`src/rtl/denise_pkg.sv`:
```
// rtl/denise_pkg.sv - shared HAM codes, RGB field offsets and delay-line entry type
package denise_pkg;

    localparam logic [1:0] HAM_CLUT = 2'b00;
    localparam logic [1:0] HAM_B    = 2'b01;
    localparam logic [1:0] HAM_R    = 2'b10;
    localparam logic [1:0] HAM_G    = 2'b11;

    localparam int R_MSB = 23;
    localparam int R_LSB = 16;
    localparam int G_MSB = 15;
    localparam int G_LSB = 8;
    localparam int B_MSB = 7;
    localparam int B_LSB = 0;

    typedef struct packed {
        logic [1:0] ctl;
        logic [5:0] dat;
        logic       en;
        logic       de;
        logic       ham_en;
        logic       ham8;
    } ham_entry_t;

endpackage

```
`src/rtl/denise_ham_delay.sv`:
```
// rtl/denise_ham_delay.sv - DEPTH-stage shift register aligning pixel control with the colour-table read
module denise_ham_delay
    import denise_pkg::*;
#(
    parameter int DEPTH = 1
) (
    input  logic       clk,
    input  logic       reset,
    input  ham_entry_t d,
    output ham_entry_t q
);

    ham_entry_t r_stage [DEPTH];

    always_ff @(posedge clk or posedge reset) begin
        if (reset) begin
            for (int i = 0; i < DEPTH; i++) begin
                r_stage[i] <= '0;
            end
        end else begin
            r_stage[0] <= d;
            for (int i = 1; i < DEPTH; i++) begin
                r_stage[i] <= r_stage[i-1];
            end
        end
    end

    assign q = r_stage[DEPTH-1];

endmodule

```
`src/rtl/denise_ham_modifier.sv`:
```
// rtl/denise_ham_modifier.sv - colour-table address remap and HAM6/HAM8 hold-and-modify output stage
module denise_ham_modifier
    import denise_pkg::*;
#(
    parameter int CLUT_LAT = 1
) (
    input  logic        clk,
    input  logic        reset,
    input  logic [7:0]  pix_sel,
    input  logic        pix_en,
    input  logic        de,
    input  logic        ham_en,
    input  logic        ham8,
    output logic [7:0]  clut_sel,
    input  logic [23:0] clut_rgb,
    output logic [23:0] rgb_out,
    output logic        rgb_valid
);

    ham_entry_t  w_entry;
    ham_entry_t  w_q;
    logic [7:0]  w_held_comp;
    logic [7:0]  w_new_comp;
    logic [23:0] w_result;
    logic [23:0] r_held;
    logic        r_valid;

    always_comb begin
        clut_sel = pix_sel;
        if (ham_en && ham8) begin
            clut_sel = {2'b00, pix_sel[7:2]};
        end else if (ham_en) begin
            clut_sel = {4'h0, pix_sel[3:0]};
        end
    end

    always_comb begin
        w_entry        = '0;
        w_entry.ctl    = ham8 ? pix_sel[1:0] : pix_sel[5:4];
        w_entry.dat    = ham8 ? pix_sel[7:2] : {pix_sel[3:0], 2'b00};
        w_entry.en     = pix_en;
        w_entry.de     = de;
        w_entry.ham_en = ham_en;
        w_entry.ham8   = ham8;
    end

    denise_ham_delay #(
        .DEPTH (CLUT_LAT)
    ) u_delay (
        .clk   (clk),
        .reset (reset),
        .d     (w_entry),
        .q     (w_q)
    );

    // The output register doubles as the held colour: both update on the same edge with the same value.
    always_comb begin
        case (w_q.ctl)
            HAM_B:   w_held_comp = r_held[B_MSB:B_LSB];
            HAM_R:   w_held_comp = r_held[R_MSB:R_LSB];
            HAM_G:   w_held_comp = r_held[G_MSB:G_LSB];
            default: w_held_comp = 8'h00;
        endcase
        w_new_comp = w_q.ham8 ? {w_q.dat, w_held_comp[1:0]} : {w_q.dat[5:2], w_q.dat[5:2]};

        w_result = clut_rgb;
        if (w_q.de && w_q.ham_en) begin
            case (w_q.ctl)
                HAM_B:   w_result = {r_held[R_MSB:G_LSB], w_new_comp};
                HAM_R:   w_result = {w_new_comp, r_held[G_MSB:B_LSB]};
                HAM_G:   w_result = {r_held[R_MSB:R_LSB], w_new_comp, r_held[B_MSB:B_LSB]};
                default: w_result = clut_rgb;
            endcase
        end
    end

    always_ff @(posedge clk or posedge reset) begin
        if (reset) begin
            r_held  <= 24'h000000;
            r_valid <= 1'b0;
        end else begin
            r_valid <= w_q.en;
            if (w_q.en) begin
                r_held <= w_result;
            end
        end
    end

    assign rgb_out   = r_held;
    assign rgb_valid = r_valid;

endmodule

```
`config.mk`:
```
export PLATFORM = sky130hd
export DESIGN_NAME = denise_ham_modifier
export DESIGN_NICKNAME = d
export VERILOG_FILES = /design/src/rtl/denise_pkg.sv /design/src/rtl/denise_ham_delay.sv /design/src/rtl/denise_ham_modifier.sv
export SDC_FILE = /design/constraint.sdc
export NUM_CORES = 1
export LEC_CHECK = 0
export ABC_AREA = 1
export CORE_ASPECT_RATIO = 0.8
export CORE_MARGIN = 2
export CORE_UTILIZATION = 35
export CTS_CLUSTER_DIAMETER = 200
export DETAILED_ROUTE_END_ITERATION = 7
export PLACE_DENSITY = 0.63
export SYNTH_ARGS = -nofsm -noshare
export SYNTH_HDL_FRONTEND = slang
export SYNTH_SLANG_ARGS = --single-unit
export TNS_END_PERCENT = 50
```
`constraint.sdc`:
```
create_clock -name clk -period 1.3 [get_ports clk]
set_input_delay 0.325 -clock clk [delete_from_list [all_inputs] [get_ports clk]]
set_output_delay 0.325 -clock clk [all_outputs]
set_load 0.02 [all_outputs]
```
==> flow_metrics.tcl <==
set metrics [dict create \
    status "finished with violations" \
    violations "DRC" \
    layout-drive-gt1-share_pct 32.9 \
    die_area_um2 5950 \
    p_leak_uw 0.00142 \
    grt_max_degree 38 \
    cts_buffers 5 \
    worstSetupPathType "flip-flop to output pin" \
    ctsHoldBuffers 0 \
    worstPathCellList "clkdlybuf4s15_2" \
    r2r-start "u_delay.q[10]" \
    synth_seq_area_share_pct 49.5 \
    synthArstFlopShare_pct 100 \
    fmaxAchievable_mhz 793 \
    vias_per_cell 4.69 \
    holdWs_ps 361 \
    yosys_warnings 0 \
    cp-end-kind "output pin" \
    worst_path_max_delay_cell "dfrtp_1" \
    fin_setup_tns_ps 0 \
    first_pass_iters 7 \
    timing.critical_path.buf_inv 1 \
    peakVddDrop_v 0.000615 \
    die_h_um 69.4 \
    critPathArrivalTime_ps 940 \
    drc 8 \
    ys_seq_elements 37 \
    die_x_um 85.8 \
    finalClockSkew_ps 6.14 \
    clockBufferDepth 2 \
    initial_utilization_pct 36.7 \
    setup_viol 0 \
    clk_latency_ps 280 \
    netSwitchingPower_uw 982 \
    synthesis.nets 264 \
    area_delta_synth_final_pct 52.9 \
    grt_pass1_vias 1811 \
    gp_congestion 0.874 \
    drtIter0Drc 118 \
    min_path_type "primary input to flip-flop" \
    netlist_area_um2 1870 \
    slew_violations 0 \
    combinationalPowerShare_pct 29.0 \
    path_max_fanout 2 \
    cts_tree "built" \
    wl_um 5100 \
    fin_nets 365 \
    vias 1828 \
    relSlewSlack_pct 82.7 \
    grt_antenna_before_repair 0 \
    crit_path_start_kind "flip-flop" \
    core_um2 5090 \
    worst_pin_slew_ps 259 \
    synthFlopType "dfrtp_1" \
    hp-start "ham_en" \
    seqPwrFrac_pct 43.2 \
    htree_num_levels 2 \
    crit_required_ps 980 \
    rsz0062_at_grt "yes" \
    postRouteAntennaNets 0 \
    grt_usage_pct 17.7 \
    cts_sinks 37 \
    cp_top_family "flip-flops" \
    slowest_delay_ps 390 \
    p_int_uw 2160 \
    n_antenna_cell 0 \
    maxCapViolCount 0 \
    power_per_cell_area_nw_per_um2 1100 \
    ioPinCount 71 \
    cts_root_buffer "clkbuf_8" \
    overflow 0 \
    wire_per_inst_um 13.1 \
    p_sw_share_pct 31.2 \
    dp_hpwl_um 3680 \
    netlist_instances 226 \
    grt_pass1_wl_um 8370 \
    clk_pin_slew_ps 70 \
    hold_viol 0 \
    synth_cell_types 24 \
    setup.worst_path.start "rgb_out[1]" \
    finalCritPeriodShare_pct 97.0 \
    row_count 23 \
    final_core_util_pct 56.2 \
    portBuffers 70 \
    pwr-share-clk_pct 27.8 \
    period_minus_slack_ps 1260 \
    synth_area_per_cell_um2 8.28 \
    synth-edff-count 0 \
]
metrics by stage:
step                      setup slack [ps]  area, um2  instances  total power (uW)
after floorplan                      -3.98       1870        226              1840
after global placement                -830       2770        375              2340
after detailed placement              -868       2770        375              2340
after CTS                            -1.46       2870        384              3170
after global routing                 -7.28       2860        390              3320
final                                 38.7       2860        390              3150
cells in the mapped netlist (3+ instances only):
cell type,number,area share [%]
nand2_4,3,1.8
a22oi_1,4,1.6
inv_1,20,4.0
a21oi_2,4,1.9
inv_2,4,0.80
a21oi_1,28,7.5
dfrtp_1,37,49
nand3_1,6,1.6
o21ai_0,10,2.7
nand2_1,53,11
o21ai_2,4,1.9
nand2_2,10,3.3
nor2_1,28,5.6
routing by layer:
metal | up-vias | global-route usage (%) | wire (um)
met5 | - | 0 | 0
met2 | 63 | 27.7 | 2290
met4 | 0 | 4.23 | 27
li1 | 930 | - | -
met3 | 4 | 4.76 | 355
met1 | 831 | 24.5 | 2430
kinds of logic after synthesis:
| family | share of synthesized area, % |
|---|---|
| and+or+nand+nor | 25.5 |
| AOI/OAI and AO/OA | 16.8 |
| DFF | 49.5 |
| buffers and inverters | 8.15 |
final timing paths:
path                                      end  slack, ps  cells after the start
min in group asynchronous          rgb_out[3]        380                      3
worst min register to register    rgb_out[13]        490                      2
worst max-delay path               rgb_out[1]         40                      1
worst max register to register    rgb_out[12]        100                      5
max in group asynchronous       u_delay.q[10]        700                      3
worst min-delay path             u_delay.q[1]        360                      2
what timing repair did:
item                                   4_1_cts  5_1_grt
gates cloned                                 1        0
setup buffers                                0        6
pin swaps                                    5        2
endpoints found under the hold margin        0        0
gates resized for setup                    125       27
setup endpoints to repair                   33       30
flip-flops by register name (all words and copies together) (netlist names):
signal,count
rgb_out,24
u_delay.q,12
rgb_valid,1
layout by cell type, fill, tap and decap left out, types with 2 or more instances in the layout:
cell / netlist / layout
a22oi_1: 4 / 4
inv_4: 2 / 2
a21oi_1: 28 / 28
clkbuf_8: 0 / 7
buf_12: 1 / 2
nand2_1: 53 / 52
nand2_4: 3 / 5
buf_2: 0 / 6
inv_1: 20 / 18
buf_6: 2 / 4
dlygate4sd2_1: 0 / 8
nand3_1: 6 / 6
nand2_2: 10 / 10
o21ai_1: 0 / 3
a31oi_1: 2 / 2
o21ai_2: 4 / 5
buf_4: 0 / 27
nor2_1: 28 / 28
clkdlybuf4s15_2: 0 / 7
o21ai_0: 10 / 6
clkdlybuf4s50_1: 0 / 27
clkbuf_2: 0 / 15
dfrtp_1: 37 / 36
a21oi_2: 4 / 4
inv_2: 4 / 6
o22ai_2: 0 / 2
power by group through the flow:
stage	clock network (uW)	logic [uW]	registers, uW
finish	873	912	1360
global route	949	993	1380
CTS	898	915	1360
detailed placement	0	962	1380
global placement	0	957	1380
floorplan	0	341	1500
cell type report:
cell class	count	area [um2]
Multi-Input combinational cell	159	828
Tap cell	62	77.6
Timing Repair Buffer	97	822
Clock inverter	1	5.00
Clock buffer	7	96.3
Inverter	27	106
Fill cell	480	2230
Sequential cell	37	927
(Power assumes the default switching activity.)
